===== src/rtl/c2hdl_seq_pkg.sv =====
// Shared types and default timing constants for the c2hdl call sequencer.
package c2hdl_seq_pkg;

  typedef enum logic [2:0] {
    S_IDLE,
    S_SETUP,
    S_RUN,
    S_POST,
    S_DONE
  } seq_state_t;

  localparam int unsigned DEF_PCW       = 10;
  localparam int unsigned DEF_SETUP_CYC = 3;
  localparam int unsigned DEF_POST_CYC  = 3;
  localparam int unsigned DEF_MIN_RUN   = 1;
  localparam int unsigned DEF_TIMEOUT   = 65535;

endpackage


===== src/rtl/c2hdl_call_sequencer.sv =====
// Issues N back-to-back setb/idle call handshakes to a c2hdl-generated core
// for each command accepted over valid/ready.
module c2hdl_call_sequencer
  import c2hdl_seq_pkg::*;
#(
  parameter int unsigned PCW       = DEF_PCW,
  parameter int unsigned SETUP_CYC = DEF_SETUP_CYC,
  parameter int unsigned POST_CYC  = DEF_POST_CYC,
  parameter int unsigned MIN_RUN   = DEF_MIN_RUN,
  parameter int unsigned TIMEOUT   = DEF_TIMEOUT
) (
  input  logic           clk,
  input  logic           rstb,
  input  logic           cmd_valid,
  output logic           cmd_ready,
  input  logic [PCW-1:0] cmd_pc,
  input  logic [PCW-1:0] cmd_ra,
  input  logic [31:0]    cmd_sp,
  input  logic [31:0]    cmd_a0,
  input  logic [31:0]    cmd_a0_step,
  input  logic [15:0]    cmd_count,
  input  logic           abort,
  output logic           core_setb,
  input  logic           core_idle,
  output logic [PCW-1:0] core_pc0,
  output logic [PCW-1:0] core_ra0,
  output logic [31:0]    core_sp0,
  output logic [31:0]    core_a00,
  output logic           busy,
  output logic           done,
  output logic           err_timeout,
  output logic [15:0]    calls_done,
  output logic [31:0]    last_cycles
);

  seq_state_t     r_state, w_nextState;
  logic [15:0]    r_count, r_callsDone, w_callsNext;
  logic [31:0]    r_step, r_phaseCnt, r_runCnt, r_lastCycles, r_sp0, r_a00;
  logic [PCW-1:0] r_pc0, r_ra0;
  logic           r_setb, r_busy, r_done, r_errTimeout;
  logic           w_accept, w_phaseEnd, w_idleSeen, w_timeoutHit;
  logic           w_callEnd, w_lastCall;

  // Idle wins over a timeout on the same cycle; abort wins over everything.
  always_comb begin
    w_nextState  = r_state;
    w_accept     = 1'b0;
    w_phaseEnd   = 1'b0;
    w_idleSeen   = 1'b0;
    w_timeoutHit = 1'b0;
    w_callEnd    = 1'b0;
    w_callsNext  = r_callsDone + 16'd1;
    w_lastCall   = (w_callsNext == r_count);
    case (r_state)
      S_IDLE: begin
        if (cmd_valid) begin
          w_accept    = 1'b1;
          w_nextState = (cmd_count == 16'd0) ? S_DONE : S_SETUP;
        end
      end
      S_SETUP: begin
        w_phaseEnd = (r_phaseCnt == SETUP_CYC - 1);
        if (abort)           w_nextState = S_DONE;
        else if (w_phaseEnd) w_nextState = S_RUN;
      end
      S_RUN: begin
        w_idleSeen   = core_idle && (r_runCnt > MIN_RUN);
        w_timeoutHit = (TIMEOUT != 32'd0) && (r_runCnt == TIMEOUT) && !w_idleSeen;
        if (abort || w_timeoutHit) w_nextState = S_DONE;
        else if (w_idleSeen)       w_nextState = S_POST;
      end
      S_POST: begin
        w_phaseEnd = (r_phaseCnt == POST_CYC - 1);
        if (abort) begin
          w_nextState = S_DONE;
        end else if (w_phaseEnd) begin
          w_callEnd   = 1'b1;
          w_nextState = w_lastCall ? S_DONE : S_SETUP;
        end
      end
      S_DONE:  w_nextState = S_IDLE;
      default: w_nextState = S_IDLE;
    endcase
  end

  always_ff @(posedge clk or negedge rstb) begin
    if (!rstb) r_state <= S_IDLE;
    else       r_state <= w_nextState;
  end

  // setb and done are registered from the next state so they line up with it.
  always_ff @(posedge clk or negedge rstb) begin
    if (!rstb) begin
      r_setb       <= 1'b0;
      r_done       <= 1'b0;
      r_busy       <= 1'b0;
      r_errTimeout <= 1'b0;
      r_phaseCnt   <= '0;
      r_runCnt     <= 32'd1;
      r_count      <= '0;
      r_step       <= '0;
      r_callsDone  <= '0;
      r_lastCycles <= '0;
      r_pc0        <= '0;
      r_ra0        <= '0;
      r_sp0        <= '0;
      r_a00        <= '0;
    end else begin
      r_setb     <= (w_nextState == S_RUN) || (w_nextState == S_POST);
      r_done     <= (w_nextState == S_DONE);
      r_phaseCnt <= (w_nextState != r_state) ? 32'd0 : r_phaseCnt + 32'd1;
      if (r_state != S_RUN)     r_runCnt <= 32'd1;
      else if (r_runCnt != '1)  r_runCnt <= r_runCnt + 32'd1;
      if (w_accept) begin
        r_count      <= cmd_count;
        r_step       <= cmd_a0_step;
        r_pc0        <= cmd_pc;
        r_ra0        <= cmd_ra;
        r_sp0        <= cmd_sp;
        r_a00        <= cmd_a0;
        r_callsDone  <= '0;
        r_errTimeout <= 1'b0;
        r_busy       <= 1'b1;
      end else if (r_state == S_DONE) begin
        r_busy <= 1'b0;
      end
      if (w_timeoutHit)         r_errTimeout <= 1'b1;
      if (w_idleSeen && !abort) r_lastCycles <= r_runCnt;
      if (w_callEnd) begin
        r_callsDone <= w_callsNext;
        if (!w_lastCall) r_a00 <= r_a00 + r_step;
      end
    end
  end

  assign cmd_ready   = (r_state == S_IDLE);
  assign core_setb   = r_setb;
  assign core_pc0    = r_pc0;
  assign core_ra0    = r_ra0;
  assign core_sp0    = r_sp0;
  assign core_a00    = r_a00;
  assign busy        = r_busy;
  assign done        = r_done;
  assign err_timeout = r_errTimeout;
  assign calls_done  = r_callsDone;
  assign last_cycles = r_lastCycles;

endmodule


===== config.mk =====
export PLATFORM = sky130hd
export DESIGN_NAME = c2hdl_call_sequencer
export DESIGN_NICKNAME = d
export VERILOG_FILES = /design/src/rtl/c2hdl_seq_pkg.sv /design/src/rtl/c2hdl_call_sequencer.sv
export SDC_FILE = /design/constraint.sdc
export NUM_CORES = 1
export LEC_CHECK = 0
export CORE_MARGIN = 5
export CORE_UTILIZATION = 45
export DETAILED_ROUTE_END_ITERATION = 8
export PLACE_DENSITY = 0.72
export SETUP_SLACK_MARGIN = 0.05
export SLEW_MARGIN = 25
export SYNTH_ARGS = -nofsm -noshare
export SYNTH_HDL_FRONTEND = slang
export SYNTH_SLANG_ARGS = --single-unit

===== constraint.sdc =====
create_clock -name clk -period 3.5 [get_ports clk]
set_input_delay 0.7 -clock clk [delete_from_list [all_inputs] [get_ports clk]]
set_output_delay 0.7 -clock clk [all_outputs]
set_load 0.02 [all_outputs]

# After elaboration in Yosys (flattened, before gate mapping)
# Cells that the tools add are included.
[totals] out_inout_bits=137 reg_bits=251 elab_cells=75 input_bits=137
[op_classes] muxes=29 eq_ne=13 add_sub_neg=4 n_lt_le_gt_ge=1 reduce_logical=13
[ops] operator="$mux 32" n=6
[ops] operator="$add 32x1->32 const B" n=2
[ops] operator="$add 32x32->32" n=1
[ops] operator="$eq 32x16->1 const B" n=1
[ops] operator="$eq 32x2->1 const B" n=1
[ops] operator="$gt 32x1->1 const B" n=1
[ops] operator="$mux 16" n=2
[ops] operator="$ne 32x32->1 const B" n=1
[ops] operator="$mux 3" n=9
[ops] operator="$add 16x1->16 const B" n=1
[ops] operator="$eq 16x16->1" n=1
[ops] operator="$logic_not 16->1" n=1
[ops] operator="$eq 3x2->1 const B" n=4
[ops] operator="$pmux 3 s4" n=1
[ops] operator="$mux 1" n=11
[ops] operator="$reduce_bool 2->1" n=4
[ops] operator="$eq 3x3->1 const B" n=2
[ops] operator="$eq 3x1->1 const B" n=1
[ops] operator="$logic_and 1x1->1" n=3
[ops] operator="$logic_not 3->1" n=1
[ops] operator="$ne 3x2->1 const B" n=1
[ops] operator="$ne 3x3->1" n=1
[ops] operator="$logic_not 1->1" n=2
[ops] operator="$logic_or 1x1->1" n=2

# Longest topological paths before layout
[depth] word_depth=9 ltp_mapped=12 ltp_nobuf=12

# Worst setup path after synthesis
# Ideal clock, no wire load.
[synth_timing] path_type="register -> register" from="register r_callsDone[0] (netlist: calls_done[0])" to="register r_a00[26] (netlist: core_a00[26])" setup_slack_ns=0.555 stages_incl_launch_ff=11 period_less_slack_ns=2.945 path_buffers=1 required_ns=3.364 setup_time_ns=0.136 arrival_time_ns=2.809 cell_sequence="dfrtp_1 -> ha_1 -> nand4_2 -> nor2_2 -> and3_1 -> xnor2_1 -> or4_4 -> o41ai_4 -> buf_6 -> and3_1 -> a21oi_1"
[synth_via] elab_chain_cells=4
[synth_lines] element="start, declared" line="c2hdl_call_sequencer.sv:37" source="logic [15:0] r_count, r_callsDone, w_callsNext;"
[synth_lines] element="start signal, assigned" line="c2hdl_call_sequencer.sv:130" source="r_callsDone <= w_callsNext;"
[synth_lines] element="$add 16x1->16" line="c2hdl_call_sequencer.sv:52" source="w_callsNext = r_callsDone + 16'd1;"
[synth_lines] element="$eq 16x16->1" line="c2hdl_call_sequencer.sv:53" source="w_lastCall = (w_callsNext == r_count);"
[synth_lines] element="$mux 32" line="c2hdl_call_sequencer.sv:131" source="if (!w_lastCall) r_a00 <= r_a00 + r_step;"
[synth_lines] element="$mux 32" line="c2hdl_call_sequencer.sv:129" source="if (w_callEnd) begin"
[synth_lines] element="end signal, assigned" line="c2hdl_call_sequencer.sv:120" source="r_a00 <= cmd_a0;"
[synth_lines] element="end signal, assigned" line="c2hdl_call_sequencer.sv:131"
[synth_lines] element="end, declared" line="c2hdl_call_sequencer.sv:38" source="logic [31:0] r_step, r_phaseCnt, r_runCnt, r_lastCycles, r_sp0, r_a00;"
# No other way between the ends.
# A chain may end at the register's enable or synchronous reset.

# Worst setup path in the final report
[layout_timing] from="register r_callsDone[0] (netlist: calls_done[0])" to="register r_phaseCnt[29]"
[layout_via] elab_chain_cells=8
[layout_lines] element="$add 16x1->16" line="c2hdl_call_sequencer.sv:52"
[layout_lines] element="$eq 16x16->1" line="c2hdl_call_sequencer.sv:53"
[layout_lines] element="$mux 3" line="c2hdl_call_sequencer.sv:78" source="w_nextState = w_lastCall ? S_DONE : S_SETUP;"
[layout_lines] element="$mux 3" line="c2hdl_call_sequencer.sv:76" source="end else if (w_phaseEnd) begin"
[layout_lines] element="$mux 3" line="c2hdl_call_sequencer.sv:74" source="if (abort) begin"
[layout_lines] element="$pmux 3 s4" line="c2hdl_call_sequencer.sv:54" source="case (r_state)"
[layout_lines] element="via w_nextState[2]" line="c2hdl_call_sequencer.sv:36" source="seq_state_t r_state, w_nextState;"
[layout_lines] element="$ne 3x3->1" line="c2hdl_call_sequencer.sv:111" source="r_phaseCnt <= (w_nextState != r_state) ? 32'd0 : r_phaseCnt + 32'd1;"
[layout_lines] element="$mux 32" line="c2hdl_call_sequencer.sv:111"
[layout_lines] element="end signal, assigned" line="c2hdl_call_sequencer.sv:111"
[layout_lines] element="end, declared" line="c2hdl_call_sequencer.sv:38"
# The timed path passes the listed nets, and every way through them passes these cells.

==> flow_summary.toml <==
[logic_synthesis]
ys_seq_area_share_pct = 48.37
synthArstFlopShare_pct = 100.0
ys_types = 71
synth_top_flop_cell = "dfrtp_1"
synthCells = 1384
synth_edf_count = 0
syn-num-nets = 1559
yosys-top-cells-count = "nand2_1 (366), dfrtp_1 (250), nor2_1 (120)"
synth_most_common_cell = "nand2_1"
synth-adder-area-share_pct = 3.795
synth_area_leader_cell = "dfrtp_1"
yosysWarnings = 0
synth_area_per_cell_um2 = 9.385
syn_area_um2 = 12990
netlist.area_leader.share_pct = 48.16
synth-compound-area-share_pct = 9.652
synth_top_family_by_area = "simple AND/OR/NAND/NOR gates"
synthMuxAreaShare_pct = 4.701
synth_seq_cells = 251
synthTopCellsByArea = "dfrtp_1 (48%), nand2_1 (11%), xor2_1 (4.2%)"
synthSimpleGateAreaFrac_pct = 23.14
synthXorXnorAreaFrac_pct = 7.485

[sta]
whs_ns = 0.1220
min_period_ns = 3.198
setup_tns_ns = 0
slew_headroom_pct = 56.30
clock_skew_ns = 0.01832
hold_violations = 0
worst_slew_pin_slew_ns = 0.6487
max_clock_freq_mhz = 312.7
finalSetupViolCount = 0
rsz0062_at_grt = "no"
drv_slew = 0
min_period_over_period_pct = 91.38

[global_routing]
antenna_found_initial = 3
grt_max_degree = 91
grt_pass1_wl_um = 57470
grt_overflow = 0
track_usage_pct = 21.09
grt_pass1_vias = 10920

[placement]
placed_area_um2 = 16150
place_inst = 2001
port_buffers = 273
dp_hpwl_um = 25490
gp_congestion = 0.8711

[drt]
drcViolationCount = 0
dr.pass1.iters = 5
routed_wl_um = 35020
ant_nets = 0
vias = 10850
viasPerCell = 5.281
initialDrtViolationCount = 676
routedWlPerCell_um = 17.04

[run]
cap_violations = 0

[critical_path]
cp-end-kind = "register"
cpMaxStageDelayCell = "or4_4"
cp.depth = 10
critPathArrivalTime_ns = 3.60
path_cells = "ha_1 > nand4_2 > nor2_2 > and3_1 > o21a_1 > o21ai_0 > or4_4 > o311ai_4 > nand4b_4 > nor2_1"
cp_top_family = "simple AND/OR/NAND/NOR gates"
ff2ff_setup_slack_ns = 0.30
crit_buf_inv = 0
crit_required_ns = 3.91
rr_worst_depth = 10
start_kind = "register"
crit_path_max_fanout = 16
setup.worst_path.class = "register to register"
endpoint = "r_phaseCnt[29]"
crit_start = "calls_done[0]"
slowest_delay_ns = 0.60
r2r-start = "calls_done[0]"
rr_endpoint = "r_phaseCnt[29]"

[die]
die_w_um = 179.9
core_um2 = 28630
die_area_um2 = 32360
rows = 62
die_y_um = 179.9
start_util_pct = 45.38
ios = 274

[pwr]
p_int_mw = 8.460
pwr-share-seq_pct = 31.2
combPwrFrac_pct = 45.9
p_switching_mw = 5.205
irDropWorstVdd_uv = 335.0
switching_share_pct = 38.09
p_leak_nw = 7.828
power_density_nw_per_um2 = 795.6
clock_power_share_pct = 22.9
power_mw = 13.67

[cells_and_area]
final_cells = 2055
area_growth_pct = 32.23
nets = 1824
layout-drive-gt1-share_pct = 8.623
n_fill_cell = 2426
fin_area_um2 = 17180

[clock_network]
cts_tree = "yes"
htreeDepth = 1
clk_latency_ns = 0.54
clk_pin_slew_ns = 0.06
cts.path.max_buffers = 3
cts_root_buffer = "clkbuf_16"
cts_buffers = 29
numClockSinks = 251

[outcome]
outcome = "completed"

[worst_hold_path]
hold_path_class = "input port to asynchronous set/reset pin"
flip-flops by register name, indices dropped and copies added (netlist names), 3 cells and up:
| register | count |
|---|---|
| r_state | 3 |
| core_pc0 | 10 |
| calls_done | 16 |
| r_phaseCnt | 32 |
| r_step | 32 |
| core_ra0 | 10 |
| core_sp0 | 32 |
| r_runCnt | 32 |
| r_count | 16 |
| core_a00 | 32 |
| last_cycles | 32 |
kinds of logic (layout without fill, tap and decap cells):
group / Yosys count / after routing
compound gates: 181 / 181
mux: 57 / 57
simple gates: 665 / 666
xor+xnor: 111 / 111
buf+inv: 80 / 365
fa+ha+maj: 39 / 39
other cells: 0 / 1
flops: 251 / 251
worst min-delay path by stage:
stage | start | end | slack [ns]
global placement | core_sp0[28] | core_sp0[28] | 0.46
detailed placement | core_pc0[9] | core_pc0[9] | 0.46
global route | rstb | core_a00[26] | 0.15
finish | rstb | core_a00[15] | 0.12
CTS | rstb | core_a00[12] | 0.11
floorplan | rstb | busy | 0.40
power by group through the flow:
stage                     clock network [mW]  registers, mW  logic [mW]
after detailed placement                   0           4.31        6.24
after global placement                     0           4.28        6.14
after global routing                    3.34           4.36        6.94
after CTS                               3.21           4.26        6.28
final                                   3.12           4.26        6.28
after floorplan                            0           4.77        3.62
repair_timing:
| item | 4_1_cts | 5_1_grt |
|---|---|---|
| hold buffers | 0 | 0 |
| setup buffers | 0 | 0 |
| resized for setup | 0 | 2 |
| setup endpoints to repair | 0 | 33 |
metrics by stage:
step	util, %	setup WS [ns]
3_3_place_gp	56.42	0.3902
6_report	60.00	0.3017
4_1_cts	59.89	0.2624
3_5_place_dp	56.42	0.2998
5_1_grt	60.00	0.05229
2_1_floorplan	-	0.5552
layout by cell type (no fill, tap or decap), drive strengths merged, types with 4 or more instances in the layout:
| cell type | synthesis | layout |
|---|---|---|
| nand4 | 18 | 18 |
| a31oi | 5 | 5 |
| clkdlybuf4s50 | 0 | 272 |
| nor2b | 8 | 8 |
| and3 | 27 | 27 |
| inv | 22 | 23 |
| nor2 | 122 | 122 |
| xor2 | 62 | 62 |
| clkinv | 0 | 4 |
| a311oi | 4 | 4 |
| o31ai | 6 | 6 |
| dfrtp | 250 | 250 |
| a21oi | 61 | 61 |
| nor4 | 23 | 23 |
| o211ai | 7 | 7 |
| bufinv | 0 | 4 |
| a211oi | 4 | 4 |
| or2 | 4 | 4 |
| and2 | 8 | 8 |
| nand2b | 10 | 10 |
| nand2 | 367 | 367 |
| xnor2 | 49 | 49 |
| or3 | 4 | 4 |
| a21o | 16 | 16 |
| and4 | 10 | 10 |
| nor3 | 16 | 16 |
| o21ai | 42 | 42 |
| nand3 | 39 | 39 |
| mux2 | 32 | 32 |
| buf | 16 | 19 |
| clkbuf | 42 | 42 |
| mux2i | 25 | 25 |
| o21a | 5 | 5 |
| ha | 37 | 37 |
layout make-up:
type | count | area (um^2) | share of cell area [%]
Antenna cell | 1 | 2.502 | 0.01457
Clock buffer | 42 | 834.6 | 4.859
Clock inverter | 10 | 158.9 | 0.9252
Inverter | 22 | 82.58 | 0.4808
Multi-Input combinational cell | 1054 | 6386 | 37.18
Sequential cell | 251 | 6282 | 36.58
Tap cell | 384 | 480.5 | 2.797
Timing Repair Buffer | 291 | 2948 | 17.16
per-layer routing:
layer	GRT usage, %	share of wire [%]	routed length [um]
met5	0	0.077	27
met4	4.816	2.4	853
met3	5.396	7.1	2471
met2	35.24	47	16470
met1	27.86	43	15200
Power figures use the tool's default switching activity.
